**config.mk**
```make
export PLATFORM = sky130hd
export DESIGN_NAME = mario_sprite_pixel_flat
export DESIGN_NICKNAME = d
export VERILOG_FILES = /design/src/rtl/mario_sprite_pixel_if.sv /design/src/rtl/mario_sprite_pixel.sv /design/src/flat_wrapper.sv
export SDC_FILE = /design/constraint.sdc
export NUM_CORES = 1
export LEC_CHECK = 0
export ABC_AREA = 1
export CORE_UTILIZATION = 41
export DETAILED_ROUTE_END_ITERATION = 12
export PLACE_DENSITY = 0.69
export SETUP_SLACK_MARGIN = 0.2
export SYNTH_ARGS = -nofsm -noshare
export SYNTH_HDL_FRONTEND = slang
export SYNTH_SLANG_ARGS = --single-unit
```
**constraint.sdc**
```tcl
create_clock -name Clk -period 3.55 [get_ports Clk]
set_clock_uncertainty 0.2 [all_clocks]
set_input_delay 0.71 -clock Clk [delete_from_list [all_inputs] [get_ports Clk]]
set_output_delay 0.71 -clock Clk [all_outputs]
set_load 0.01 [all_outputs]
```
**src/rtl/mario_sprite_pixel_if.sv**
```systemverilog
`timescale 1ns/1ps
`default_nettype none
// ============================================================================
//  Module   : mario_sprite_pixel_if
//  Purpose  : Bundles the scan-position, sync, sprite-control, ROM and
//             palette-index signals of the sprite pixel stage.
//             master = video timing / game logic / ROM side,
//             slave  = the sprite pixel stage itself.
//  Revision : 1.0  initial release
// ============================================================================
interface mario_sprite_pixel_if #(
  parameter int unsigned W_BITS     = 4,
  parameter int unsigned H_BITS     = 5,
  parameter int unsigned FRAME_BITS = 2
);
  localparam int unsigned ADDR_W = FRAME_BITS + H_BITS + W_BITS;

  // scan position and timing
  logic [9:0]            DrawX;
  logic [9:0]            DrawY;
  logic                  de;
  logic                  hs;
  logic                  vs;
  // sprite placement from game logic
  logic [9:0]            sprite_x;
  logic [9:0]            sprite_y;
  logic [FRAME_BITS-1:0] frame_sel;
  logic                  flip_x;
  // sprite ROM (synchronous, one-cycle read)
  logic [ADDR_W-1:0]     rom_addr;
  logic [7:0]            rom_data;
  // results aligned with each other
  logic [7:0]            index;
  logic                  opaque;
  logic                  hs_o;
  logic                  vs_o;
  logic                  de_o;

  modport master (
    output DrawX, DrawY, de, hs, vs,
    output sprite_x, sprite_y, frame_sel, flip_x,
    output rom_data,
    input  rom_addr,
    input  index, opaque, hs_o, vs_o, de_o
  );

  modport slave (
    input  DrawX, DrawY, de, hs, vs,
    input  sprite_x, sprite_y, frame_sel, flip_x,
    input  rom_data,
    output rom_addr,
    output index, opaque, hs_o, vs_o, de_o
  );
endinterface
`default_nettype wire

```
**src/rtl/mario_sprite_pixel.sv**
```systemverilog
`timescale 1ns/1ps
`default_nettype none
// ============================================================================
//  Module   : mario_sprite_pixel
//  Purpose  : Per-pixel sprite stage in front of the palette lookup. Maps the
//             scan position to a sprite ROM address, reads the 8-bit palette
//             index, substitutes the background index for transparent or
//             uncovered pixels and delays hs/vs/de to stay aligned.
//             Latency 3 clocks, one pixel per clock.
//  Options  : define MARIO_SPRITE_FLIP_EN to build horizontal mirroring
//             driven by flip_x; otherwise flip_x is ignored.
//  Revision : 1.0  initial release
// ============================================================================
module mario_sprite_pixel #(
  parameter int unsigned W_BITS          = 4,
  parameter int unsigned H_BITS          = 5,
  parameter int unsigned FRAME_BITS      = 2,
  parameter int unsigned SCALE_SHIFT     = 1,
  parameter logic [7:0]  TRANSPARENT_IDX = 8'd0,
  parameter logic [7:0]  BG_IDX          = 8'd4
) (
  input  wire logic           Clk,
  input  wire logic           Reset_n,
  mario_sprite_pixel_if.slave bus
);

  localparam int unsigned c_ADDR_W = FRAME_BITS + H_BITS + W_BITS;
  // On-screen sprite box size in pixels (texels scaled up)
  localparam logic [10:0] c_BOX_W = 11'((1 << W_BITS) << SCALE_SHIFT);
  localparam logic [10:0] c_BOX_H = 11'((1 << H_BITS) << SCALE_SHIFT);

  // --------------------------------------------------------------------------
  // Shadow copies of the sprite controls, refreshed once per frame
  // --------------------------------------------------------------------------
  logic                  r_vs_prev;
  logic [9:0]            r_sx;
  logic [9:0]            r_sy;
  logic [FRAME_BITS-1:0] r_frame;
  logic                  w_capture;

  // vsync rising edge: the frame has just ended, safe to move the sprite
  assign w_capture = bus.vs & ~r_vs_prev;

  // Capture position/frame on the vsync rising edge so a frame never tears
  always_ff @(posedge Clk or negedge Reset_n) begin
    if (!Reset_n) begin
      r_vs_prev <= 1'b1;
      r_sx      <= '0;
      r_sy      <= '0;
      r_frame   <= '0;
    end else begin
      r_vs_prev <= bus.vs;
      if (w_capture) begin
        r_sx    <= bus.sprite_x;
        r_sy    <= bus.sprite_y;
        r_frame <= bus.frame_sel;
      end
    end
  end

  // --------------------------------------------------------------------------
  // Stage 1 address generation
  // --------------------------------------------------------------------------
  logic [10:0]       w_dx;
  logic [10:0]       w_dy;
  logic              w_hit1;
  logic [W_BITS-1:0] w_lx_raw;
  logic [W_BITS-1:0] w_lx;
  logic [H_BITS-1:0] w_ly;

  // 11-bit subtraction: a scan position left of / above the sprite wraps to a
  // value >= 1024, so a single unsigned compare rejects both sides of the box
  assign w_dx     = {1'b0, bus.DrawX} - {1'b0, r_sx};
  assign w_dy     = {1'b0, bus.DrawY} - {1'b0, r_sy};
  assign w_hit1   = bus.de & (w_dx < c_BOX_W) & (w_dy < c_BOX_H);
  assign w_lx_raw = w_dx[SCALE_SHIFT +: W_BITS];
  assign w_ly     = w_dy[SCALE_SHIFT +: H_BITS];

`ifdef MARIO_SPRITE_FLIP_EN
  logic r_flip;

  // Mirror flag follows the same once-per-frame capture as the position
  always_ff @(posedge Clk or negedge Reset_n) begin
    if (!Reset_n) begin
      r_flip <= 1'b0;
    end else if (w_capture) begin
      r_flip <= bus.flip_x;
    end
  end

  // XOR with all ones gives (2**W_BITS-1)-lx, i.e. a mirrored column
  assign w_lx = w_lx_raw ^ {W_BITS{r_flip}};
`else
  logic w_unused_flip;

  assign w_unused_flip = bus.flip_x;
  assign w_lx          = w_lx_raw;
`endif

  logic [c_ADDR_W-1:0] r_rom_addr;
  logic                r_hit1;
  logic                r_hs1;
  logic                r_vs1;
  logic                r_de1;

  // Register ROM address (held outside the box) and pipe hit/syncs
  always_ff @(posedge Clk or negedge Reset_n) begin
    if (!Reset_n) begin
      r_rom_addr <= '0;
      r_hit1     <= 1'b0;
      r_hs1      <= 1'b1;
      r_vs1      <= 1'b1;
      r_de1      <= 1'b0;
    end else begin
      if (w_hit1) begin
        r_rom_addr <= {r_frame, w_ly, w_lx};
      end
      r_hit1 <= w_hit1;
      r_hs1  <= bus.hs;
      r_vs1  <= bus.vs;
      r_de1  <= bus.de;
    end
  end

  // --------------------------------------------------------------------------
  // Stage 2: the ROM performs its read; carry the side information along
  // --------------------------------------------------------------------------
  logic r_hit2;
  logic r_hs2;
  logic r_vs2;
  logic r_de2;

  // Delay hit and syncs by one clock to meet the ROM read data
  always_ff @(posedge Clk or negedge Reset_n) begin
    if (!Reset_n) begin
      r_hit2 <= 1'b0;
      r_hs2  <= 1'b1;
      r_vs2  <= 1'b1;
      r_de2  <= 1'b0;
    end else begin
      r_hit2 <= r_hit1;
      r_hs2  <= r_hs1;
      r_vs2  <= r_vs1;
      r_de2  <= r_de1;
    end
  end

  // --------------------------------------------------------------------------
  // Stage 3: transparency test and registered outputs
  // --------------------------------------------------------------------------
  logic       w_opaque;
  logic [7:0] r_index;
  logic       r_opaque;
  logic       r_hs3;
  logic       r_vs3;
  logic       r_de3;

  assign w_opaque = r_hit2 & (bus.rom_data != TRANSPARENT_IDX);

  // Choose sprite texel or background index and align the syncs with it
  always_ff @(posedge Clk or negedge Reset_n) begin
    if (!Reset_n) begin
      r_index  <= BG_IDX;
      r_opaque <= 1'b0;
      r_hs3    <= 1'b1;
      r_vs3    <= 1'b1;
      r_de3    <= 1'b0;
    end else begin
      r_index  <= w_opaque ? bus.rom_data : BG_IDX;
      r_opaque <= w_opaque;
      r_hs3    <= r_hs2;
      r_vs3    <= r_vs2;
      r_de3    <= r_de2;
    end
  end

  assign bus.rom_addr = r_rom_addr;
  assign bus.index    = r_index;
  assign bus.opaque   = r_opaque;
  assign bus.hs_o     = r_hs3;
  assign bus.vs_o     = r_vs3;
  assign bus.de_o     = r_de3;

endmodule
`default_nettype wire

```
**src/flat_wrapper.sv**
```systemverilog
// flat-port wrapper written by rule: the top's interface ports become plain ports
module mario_sprite_pixel_flat 
#(
  parameter int unsigned W_BITS          = 4,
  parameter int unsigned H_BITS          = 5,
  parameter int unsigned FRAME_BITS      = 2,
  parameter int unsigned SCALE_SHIFT     = 1,
  parameter logic [7:0]  TRANSPARENT_IDX = 8'd0,
  parameter logic [7:0]  BG_IDX          = 8'd4
)
  (Clk, Reset_n, bus_DrawX, bus_DrawY, bus_de, bus_hs, bus_vs, bus_sprite_x, bus_sprite_y, bus_frame_sel, bus_flip_x, bus_rom_data, bus_rom_addr, bus_index, bus_opaque, bus_hs_o, bus_vs_o, bus_de_o);
  mario_sprite_pixel_if #(.W_BITS(W_BITS), .H_BITS(H_BITS), .FRAME_BITS(FRAME_BITS)) bus_i ();
  input  wire logic Clk;
  input  wire logic Reset_n;
  input wire logic [$bits(bus_i.DrawX)-1:0] bus_DrawX;
  input wire logic [$bits(bus_i.DrawY)-1:0] bus_DrawY;
  input wire logic [$bits(bus_i.de)-1:0] bus_de;
  input wire logic [$bits(bus_i.hs)-1:0] bus_hs;
  input wire logic [$bits(bus_i.vs)-1:0] bus_vs;
  input wire logic [$bits(bus_i.sprite_x)-1:0] bus_sprite_x;
  input wire logic [$bits(bus_i.sprite_y)-1:0] bus_sprite_y;
  input wire logic [$bits(bus_i.frame_sel)-1:0] bus_frame_sel;
  input wire logic [$bits(bus_i.flip_x)-1:0] bus_flip_x;
  input wire logic [$bits(bus_i.rom_data)-1:0] bus_rom_data;
  output wire logic [$bits(bus_i.rom_addr)-1:0] bus_rom_addr;
  output wire logic [$bits(bus_i.index)-1:0] bus_index;
  output wire logic [$bits(bus_i.opaque)-1:0] bus_opaque;
  output wire logic [$bits(bus_i.hs_o)-1:0] bus_hs_o;
  output wire logic [$bits(bus_i.vs_o)-1:0] bus_vs_o;
  output wire logic [$bits(bus_i.de_o)-1:0] bus_de_o;
  assign bus_i.DrawX = bus_DrawX;
  assign bus_i.DrawY = bus_DrawY;
  assign bus_i.de = bus_de;
  assign bus_i.hs = bus_hs;
  assign bus_i.vs = bus_vs;
  assign bus_i.sprite_x = bus_sprite_x;
  assign bus_i.sprite_y = bus_sprite_y;
  assign bus_i.frame_sel = bus_frame_sel;
  assign bus_i.flip_x = bus_flip_x;
  assign bus_i.rom_data = bus_rom_data;
  assign bus_rom_addr = bus_i.rom_addr;
  assign bus_index = bus_i.index;
  assign bus_opaque = bus_i.opaque;
  assign bus_hs_o = bus_i.hs_o;
  assign bus_vs_o = bus_i.vs_o;
  assign bus_de_o = bus_i.de_o;
  mario_sprite_pixel #(.W_BITS(W_BITS), .H_BITS(H_BITS), .FRAME_BITS(FRAME_BITS), .SCALE_SHIFT(SCALE_SHIFT), .TRANSPARENT_IDX(TRANSPARENT_IDX), .BG_IDX(BG_IDX)) u_core (.Clk(Clk), .Reset_n(Reset_n), .bus(bus_i));
endmodule
```
### After elaboration in Yosys (flattened, before gate mapping)

Index checks and enable logic that the tools add are counted.

* $lt $le $gt $ge: 2
* mux-type cells: 1
* bitwise operators: 5
* reductions and logical operators: 1
* add/subtract/negate cells: 2

Operators with widths (count)
* subtractor 10 x 10 -> 11 bit: 2
* less-than comparator 11 x 6 -> 1 bit, second input constant: 1
* less-than comparator 11 x 7 -> 1 bit, second input constant: 1
* two-way mux 8 bit: 1
* nonzero test 8 bit: 1
* bitwise AND 1 bit: 4
* inverter 1 bit: 1

* input bits: 56
* word-level logic and storage cells: 28
* output and inout bits: 23
* flip-flop bits (word level): 53

### Logic depth before layout (Yosys ltp)

Gate-level depths: netlist (run 1).

* depth after elaboration: 4
* mapped depth: 18
* mapped depth without buffers: 17

### Worst setup path after synthesis (run 1)

OpenSTA, ideal clock, no wires.

* path kind: input to register
* start: input bus_DrawX[0]
* end: register u_core.r_rom_addr[1], in the netlist u_core.bus.rom_addr[1]
* required time: 3.233 ns
* arrival time: 2.252 ns
* setup time: 0.117 ns
* path buffers: 1
* cell stages on the path: 17
* path slack: 0.982 ns
* cells stage by stage: inv_1 > nand2_1 > inv_1 > fa_1 > inv_1 > nand3_1 > nand2_1 > nand2_1 > nand3_1 > nand2_1 > nand2_1 > nand3_1 > nor2_2 > nand2_2 > buf_6 > nand2_1 > nand2_1

* word-level cells in the longest chain between the ends: 4

RTL lines
* start: declaration: RTL line flat_wrapper.sv:15 `input wire logic [$bits(bus_i.DrawX)-1:0] bus_DrawX;`
* subtractor 10 x 10 -> 11 bit *: RTL line mario_sprite_pixel.sv:73 `assign w_dx = {1'b0, bus.DrawX} - {1'b0, r_sx};`
* less-than comparator 11 x 6 -> 1 bit: RTL line mario_sprite_pixel.sv:75 `assign w_hit1 = bus.de & (w_dx < c_BOX_W) & (w_dy < c_BOX_H);`
* bitwise AND 1 bit (2 in a row): RTL line mario_sprite_pixel.sv:75
* end signal: assignment: RTL line mario_sprite_pixel.sv:116 `r_rom_addr <= {r_frame, w_ly, w_lx};`
* end: declaration: RTL line mario_sprite_pixel.sv:100 `logic [c_ADDR_W-1:0] r_rom_addr;`

Every way passes the cells marked *; elsewhere a longest branch is shown, timed or not.
A chain may end at the register's enable or synchronous reset.

### Worst setup path in the final report (run 1)

Same ends and word-level chain as after synthesis.

==> results of run 1 <==
[worst max-delay path, stage by stage]
cell,delay (ns)
sky130_fd_sc_hd__clkdlybuf4s50_1,0.45
sky130_fd_sc_hd__inv_1,0.04
sky130_fd_sc_hd__nand2_1,0.12
sky130_fd_sc_hd__inv_1,0.07
sky130_fd_sc_hd__fa_1,0.41
sky130_fd_sc_hd__inv_1,0.08
sky130_fd_sc_hd__nand3_1,0.06
sky130_fd_sc_hd__nand2_1,0.13
sky130_fd_sc_hd__nand2_1,0.09
sky130_fd_sc_hd__nand3_1,0.10
sky130_fd_sc_hd__nand2_1,0.06
sky130_fd_sc_hd__nand2_1,0.06
sky130_fd_sc_hd__nand3_1,0.08
sky130_fd_sc_hd__nor2_2,0.16
sky130_fd_sc_hd__nand2_2,0.18
sky130_fd_sc_hd__nand2_1,0.11
sky130_fd_sc_hd__nand2_1,0.06
[how the worst min path moves through the flow]
stage	start	endpoint	slack (ns)
after global placement	u_core.r_hit1$_DFF_PN0_	u_core.r_hit2$_DFF_PN0_	0.13
after floorplan	u_core.r_de2$_DFF_PN0_	u_core.bus.de_o$_DFF_PN0_	0.13
after detailed placement	u_core.r_hit1$_DFF_PN0_	u_core.r_hit2$_DFF_PN0_	0.14
after CTS	Reset_n	u_core.r_sy[0]$_DFFE_PN0P_	0.13
after global routing	Reset_n	u_core.r_sy[1]$_DFFE_PN0P_	0.15
final	Reset_n	u_core.r_sy[1]$_DFFE_PN0P_	0.13
[state kept, by name, summed over array words and instances (netlist names)]
register	count
u_core.r_vs2	1
u_core.r_de2	1
u_core.bus.opaque	1
u_core.r_sy	10
u_core.r_hit1	1
u_core.bus.rom_addr	11
u_core.r_vs_prev	1
u_core.r_hs2	1
u_core.r_de1	1
u_core.r_hit2	1
u_core.bus.hs_o	1
u_core.bus.de_o	1
u_core.bus.vs_o	1
u_core.r_frame	2
u_core.r_sx	10
u_core.r_hs1	1
u_core.bus.index	8
[per-stage QoR]
step | hold slack, ns | power [uW] | std cells | util
2_1_floorplan | 0.131 | 976 | 379 | -
3_3_place_gp | 0.133 | 1110 | 549 | 0.557
3_5_place_dp | 0.136 | 1120 | 549 | 0.557
4_1_cts | 0.129 | 1480 | 557 | 0.570
5_1_grt | 0.146 | 1570 | 557 | 0.570
6_report | 0.127 | 1460 | 557 | 0.570
[layout make-up]
cell class	count	area (sq um)
Fill cell	669	2980
Timing Repair Buffer	81	796
Tap cell	96	120
Clock buffer	5	68.8
Sequential cell	53	1340
Multi-Input combinational cell	249	1360
Inverter	70	263
Clock inverter	3	21.3
[cell usage after synthesis]
cell / number / share of area
sky130_fd_sc_hd__buf_6: 1 / 0.0038
sky130_fd_sc_hd__a21oi_1: 27 / 0.045
sky130_fd_sc_hd__dfstp_2: 7 / 0.061
sky130_fd_sc_hd__xor2_1: 4 / 0.012
sky130_fd_sc_hd__mux2_2: 4 / 0.015
sky130_fd_sc_hd__fa_1: 2 / 0.013
sky130_fd_sc_hd__xnor2_1: 3 / 0.0088
sky130_fd_sc_hd__nand2_2: 7 / 0.015
sky130_fd_sc_hd__a31oi_1: 1 / 0.0021
sky130_fd_sc_hd__a21oi_2: 2 / 0.0058
sky130_fd_sc_hd__nor2_1: 40 / 0.050
sky130_fd_sc_hd__o21bai_1: 3 / 0.0075
sky130_fd_sc_hd__inv_1: 67 / 0.084
sky130_fd_sc_hd__nand3_1: 27 / 0.045
sky130_fd_sc_hd__nand2_1: 95 / 0.12
sky130_fd_sc_hd__o21ai_1: 1 / 0.0017
sky130_fd_sc_hd__nor3_1: 1 / 0.0017
sky130_fd_sc_hd__a21o_1: 2 / 0.0050
sky130_fd_sc_hd__ha_1: 18 / 0.075
sky130_fd_sc_hd__nand4_1: 7 / 0.015
sky130_fd_sc_hd__clkbuf_1: 4 / 0.0050
sky130_fd_sc_hd__buf_4: 2 / 0.0050
sky130_fd_sc_hd__dfrtp_1: 46 / 0.38
sky130_fd_sc_hd__nand2_4: 1 / 0.0038
sky130_fd_sc_hd__nand3_2: 1 / 0.0033
sky130_fd_sc_hd__inv_2: 3 / 0.0038
sky130_fd_sc_hd__nor2_2: 1 / 0.0021
sky130_fd_sc_hd__nor2_4: 2 / 0.0075
[kinds of logic (layout without fill, tap and decap cells)]
group,count (synthesis),in the layout,synth area share
AO/OA/AOI/OAI,36,36,0.0672
XOR/XNOR,7,7,0.0205
adder cells (fa/ha/maj),20,20,0.0885
buffers and inverters,77,159,0.101
multiplexers,4,4,0.0150
AND/OR/NAND/NOR,182,182,0.262
flip-flops,53,53,0.446
[metal layers]
| metal | GRT usage | vias to the layer above | wire, um |
|---|---|---|---|
| li1 | - | 1335 | - |
| met1 | 0.230 | 1158 | 2850 |
| met2 | 0.286 | 68 | 2760 |
| met3 | 0.0294 | 6 | 303 |
| met4 | 0.0447 | 0 | 60 |
| met5 | 0 | - | 0 |
[power breakdown]
part / internal, uW / total (uW) / leakage, uW / switching, uW
sequential: 646 / 660 / 0.000645 / 14.2
combinational: 199 / 451 / 0.00141 / 252
clock: 140 / 348 / 0.0000445 / 208
[layout by cell type (no fill, tap or decap), types with 2 or more instances in the layout]
cell type,count
sky130_fd_sc_hd__xnor2_1,3
sky130_fd_sc_hd__a21oi_2,2
sky130_fd_sc_hd__nand2_1,95
sky130_fd_sc_hd__mux2_2,4
sky130_fd_sc_hd__clkbuf_8,5
sky130_fd_sc_hd__xor2_1,4
sky130_fd_sc_hd__buf_4,4
sky130_fd_sc_hd__nand2_2,7
sky130_fd_sc_hd__inv_1,67
sky130_fd_sc_hd__a21o_1,2
sky130_fd_sc_hd__nand3_1,27
sky130_fd_sc_hd__dfrtp_1,46
sky130_fd_sc_hd__a21oi_1,27
sky130_fd_sc_hd__dfstp_2,7
sky130_fd_sc_hd__clkdlybuf4s50_1,76
sky130_fd_sc_hd__fa_1,2
sky130_fd_sc_hd__nor2_1,40
sky130_fd_sc_hd__ha_1,18
sky130_fd_sc_hd__inv_2,3
sky130_fd_sc_hd__o21bai_1,3
sky130_fd_sc_hd__nor2_4,2
sky130_fd_sc_hd__nand4_1,7
==> metrics.log, run 1 <==
INFO  metric crit_path_max_fanout = 12
INFO  metric postSynthRegisterBits = 53
INFO  metric post_synth_num_cell_types = 28
INFO  metric insertion_delay = a little over 0.3 ns
INFO  metric cts_htree_levels = 2
INFO  metric numClockSinks = 53
INFO  metric grt_overflow = 0
INFO  metric criticalPathCategory = in2reg
INFO  metric crit_start = bus_DrawX[0]
INFO  metric layout-area-overhead-vs-synth = 32.2%
INFO  metric crit-reg2reg-launch = u_core.r_sx[0]$_DFFE_PN0P_
INFO  metric die-width = 87.5 um
INFO  metric r2r-end = u_core.bus.rom_addr[1]$_DFFE_PN0P_
INFO  metric drive_above_1_share = 0.0889
INFO  metric post-route-cell-area = 0.00396 sq mm
INFO  metric setup_slack = 0.577 ns
INFO  metric antenna_found_initial = 0
INFO  metric vias_per_cell = 4.61
INFO  metric detailroute.via_count = roughly 2600
INFO  metric dr.first_iter.drc_count = 83
INFO  metric p_leak = 0.00210 uW
INFO  metric cts-buffers-inserted = 5
INFO  metric power_per_cell_area = 368 mW/mm^2
INFO  metric grt_max_degree = 36
INFO  metric synthesis.instances = 379
INFO  metric final_antenna_net_count = 0
INFO  metric reg2regPathDepth = 15
INFO  metric clkSlewWorstSetupHoldPaths = 0.10 ns
INFO  metric place_area = 0.00387 sq mm
INFO  metric yosys_warnings = 0
INFO  metric floorplan.initialDensity = 0.432
INFO  metric startpoint_type = input pin
INFO  metric finalSetupViolCount = 0
INFO  metric hold_class = in2async
INFO  metric routedWlPerCell = around 11 um
INFO  metric grt_pass1_vias = 2412
INFO  metric global_route_wire_length_before_repair = 10.4 mm
INFO  metric rows = 30
INFO  metric syn_nets = about 460
INFO  metric postCtsSetupBuffers = 0
INFO  metric timing_hold_violations_final = 0
INFO  metric cap_viol_max_count = 0
INFO  metric grt_setup_unrepaired = false
INFO  metric globalRouteTotalUtil = 0.171
INFO  metric period_minus_slack = 2.97 ns
INFO  metric die_area = 0.00765 sq mm
INFO  metric post_cts_resized = 0
INFO  metric num-nets-final = 536
INFO  metric synth.avg_cell_area = ~7.9 sq um
INFO  metric clock_tree.root_cell = sky130_fd_sc_hd__clkbuf_8
INFO  metric aggregate_negative_setup_slack = 0 ns
INFO  metric r2r_slack = 1.07 ns
INFO  metric max_slew.worst_pin.slew = 0.725 ns
INFO  metric total_length_of_routed_wires = 5.97 mm
INFO  metric postCtsHoldBufs = 0
INFO  metric ctsLongestPathBuffers = 2
INFO  metric layout_worst_path_cycle_share = 0.837
INFO  metric syn_area = 0.00300 sq mm
INFO  metric detailedPlace.worstSlack = ~0.25 ns
INFO  metric critical_path.endpoint = u_core.bus.rom_addr[1]$_DFFE_PN0P_
INFO  metric chipHeight = 87.5 um
INFO  metric drt_first_pass_iters = 4
INFO  metric critical_path_arrival = 2.97 ns
INFO  metric outcome = finished, final reports clean
INFO  metric drt_drc_violations_left = 0
INFO  metric slew_violations = 0
INFO  metric endpoint_class_of_the_critical_path = flip-flop
INFO  metric highest_ir_drop_seen_on_vdd = between 0.15 and 0.2 mV
INFO  metric fmax = 0.336 GHz
INFO  metric replace_congestion = 0.813
INFO  metric synth_sequential_area_ratio = 0.446
INFO  metric worst-endpoint-required = between 3 and 4 ns
INFO  metric dp_hpwl = 4.70 mm
INFO  metric placeableCoreArea = 0.00694 sq mm
INFO  metric timing.slew.headroom = 0.516
INFO  metric tritoncts = built
INFO  metric boundaryPins = 79
INFO  metric portBuffers = 77
INFO  metric n_antenna_cell = 0
Power figures use the tool's default switching activity.
==> run 2: changes to the inputs <==
Settings changed: PLACE_DENSITY 0.69 to 0.72.
Clock period 3.55 ns to 2.6 ns, I/O delays scaled along.
==> metrics.log, run 2 (synthesis results as in run 1) <==
INFO  metric outcome = finished, final reports clean
INFO  metric grt_pass1_vias = 2647 (+9.7%)
INFO  metric ctsLongestPathBuffers = 2 (unchanged)
INFO  metric timing.critical_path.cells = dlygate4sd2_1 -> inv_1 -> nand2_2 -> inv_2 -> fa_2 -> inv_2 -> nand3_2 -> nand2_2 -> nand2_2 -> nand3_1 -> nand2_1 -> nor2_1 -> nand2_1 -> nor2_4 -> buf_6 -> nand3_2 -> nand2_1
INFO  metric crit_path_max_fanout = 6 (-6)
INFO  metric cap_viol_max_count = 0 (unchanged)
INFO  metric chipHeight = 87.5 um (unchanged)
INFO  metric drt_drc_violations_left = 0 (unchanged)
INFO  metric total_length_of_routed_wires = 7.03 mm (+18%)
INFO  metric endpoint_class_of_the_critical_path = flip-flop
INFO  metric vias_per_cell = 4.64 (+0.77%)
INFO  metric cpPeakStageDelay = 0.34 ns (-0.11 ns)
INFO  metric drive_above_1_share = 0.253 (+0.164)
INFO  metric die_area = 0.00765 sq mm (unchanged)
INFO  metric power.total = 2330 uW (+60%)
INFO  metric portBuffers = 77 (unchanged)
INFO  metric ff_latch_area = 0.00134 sq mm (unchanged)
INFO  metric worst-endpoint-required = 2.65 ns (-0.90 ns)
INFO  metric fmax = 0.438 GHz
INFO  metric antenna_found_initial = 0 (unchanged)
INFO  metric rows = 30 (unchanged)
INFO  metric startpoint_type = input pin
INFO  metric cts-buffers-inserted = 5 (unchanged)
INFO  metric timing_hold_violations_final = 0 (unchanged)
INFO  metric drt_first_pass_iters = 4 (unchanged)
INFO  metric criticalPathCategory = in2reg
INFO  metric layout-area-overhead-vs-synth = 53.7%
INFO  metric clock_tree.root_cell = sky130_fd_sc_hd__clkbuf_8
INFO  metric finalSetupViolCount = 0 (unchanged)
INFO  metric final_antenna_net_count = 0 (unchanged)
INFO  metric placeableCoreArea = 0.00694 sq mm (unchanged)
INFO  metric grt_max_degree = 33 (-8.3%)
INFO  metric num-nets-final = 569 (+6.2%)
INFO  metric die-width = 87.5 um (unchanged)
INFO  metric timing.slew.headroom = 0.625 (+0.110)
INFO  metric detailroute.via_count = 2740 (+6.7%)
INFO  metric slew_violations = 0 (unchanged)
INFO  metric tritoncts = built
INFO  metric commonest_cells_after_routing_fill_and_taps_aside = sky130_fd_sc_hd__nand2_1 (86), sky130_fd_sc_hd__inv_1 (62), sky130_fd_sc_hd__clkdlybuf4s50_1 (57)
INFO  metric hold_class = reg2reg
INFO  metric post-place-cells = 576 (+4.9%)
INFO  metric floorplan.initialDensity = 0.432 (unchanged)
INFO  metric insertion_delay = 0.30 ns (about the same)
INFO  metric critical_path_arrival = 2.33 ns (-0.64 ns)
INFO  metric global_route_wire_length_before_repair = 11.5 mm (+11%)
INFO  metric period_minus_slack = about 2.3 ns
INFO  metric max_slew.worst_pin.slew = 0.561 ns (-0.164 ns)
INFO  metric dr.first_iter.drc_count = 100 (+20%)
INFO  metric fill_cells = 573 (-14%)
INFO  metric n_antenna_cell = 0 (unchanged)
INFO  metric power_per_cell_area = 506 mW/mm^2 (+37%)
INFO  metric layout_worst_path_cycle_share = 0.877
INFO  metric boundaryPins = 79 (unchanged)
INFO  metric routedWlPerCell = 11.9 um (+11%)
INFO  metric largest_register_ffs = 11 (unchanged)
INFO  metric mostFrequentLayoutCell = sky130_fd_sc_hd__nand2_1
INFO  metric p_leak = 0.00241 uW (+15%)
INFO  metric dp_hpwl = 4.98 mm (+5.8%)
INFO  metric post_layout_nonfiller_instances = 590 (+5.9%)
INFO  metric replace_congestion = 0.901 (+11%)
INFO  metric area_of_combinational_cells_with_multiple_inputs = 0.00170 sq mm (+25%)
INFO  metric critical_path.slowest_cell = sky130_fd_sc_hd__fa_2
INFO  metric grt_setup_unrepaired = false
INFO  metric highest_ir_drop_seen_on_vdd = 0.345 mV (+110%)
INFO  metric numClockSinks = 53 (unchanged)
INFO  metric grt_overflow = 0 (unchanged)
INFO  metric aggregate_negative_setup_slack = 0 ns (unchanged)
INFO  metric cts_htree_levels = 2 (unchanged)
INFO  metric clkSlewWorstSetupHoldPaths = 0.09 ns (about the same)
INFO  metric globalRouteTotalUtil = 0.193 (+0.0218)
==> run 2: final timing paths <==
kind,end,cells past startpoint,slack (ns),startpoint
worst min-delay path,u_core.r_de2$_DFF_PN0_,0,0.16,u_core.r_de1$_DFF_PN0_
worst max-delay path,u_core.bus.rom_addr[6]$_DFFE_PN0P_,17,0.32,bus_DrawX[0]
worst max register to register,u_core.bus.rom_addr[6]$_DFFE_PN0P_,15,0.36,u_core.r_sx[0]$_DFFE_PN0P_
min in group asynchronous,u_core.bus.rom_addr[4]$_DFFE_PN0P_,2,0.53,Reset_n
worst min register to register,u_core.r_de2$_DFF_PN0_,0,0.16,u_core.r_de1$_DFF_PN0_
max in group asynchronous,u_core.r_hs2$_DFF_PN1_,3,1.04,Reset_n
==> run 2: worst max-delay path, delay by kind of cell <==
kind,cells,cell delay [ns]
adders and majority gates,1,0.34
and+or+nand+nor,11,0.96
buffers and inverters,5,0.53
==> run 2: what timing repair did <==
action,CTS,global route
resized for setup,58,24
hold buffers,1,0
gates cloned,3,0
pin swaps,23,17
endpoints found under the setup margin,12,12
endpoints found under the hold margin,12,0
buffers inserted,2,0
==> run 2: layout make-up <==
type | count | area share
multi-input cells | 250 | 0.369
flip-flops and latches | 53 | 0.290
repair buffers | 113 | 0.234
inverters | 70 | 0.0571
well taps | 96 | 0.0261
clock buffers | 6 | 0.0158
clock inverters | 2 | 0.00842
==> run 2: through the flow <==
stage / setup WS (ns) / hold WS (ns) / utilization / instance area, sq um
floorplan: 0.222 / 0.0244 / - / 3000
global placement: -0.303 / 0.133 / 0.588 / 4090
CTS: 0.202 / 0.160 / 0.647 / 4500
global route: 0.202 / 0.164 / 0.663 / 4600
finish: 0.319 / 0.158 / 0.663 / 4600
detailed placement: -0.343 / 0.138 / 0.588 / 4090
==> run 2: power by group <==
part,switching [uW],internal [uW]
combinational,437,426
sequential,20.6,881
clock,273,289
total,731,1600
==> run 2: metal layers <==
layer | global-route usage | share of wire | vias up
li1 | - | - | 1398
met1 | 0.239 | 0.45 | 1265
met2 | 0.348 | 0.50 | 70
met3 | 0.0332 | 0.041 | 7
met4 | 0.0447 | 0.011 | 0
met5 | 0 | 0 | -
==> run 3: changes to the inputs <==
Settings changed: SLEW_MARGIN from default to 20.
==> results of run 3 <==
Same layout as run 2: the final DEF is identical, and so are final timing and power.
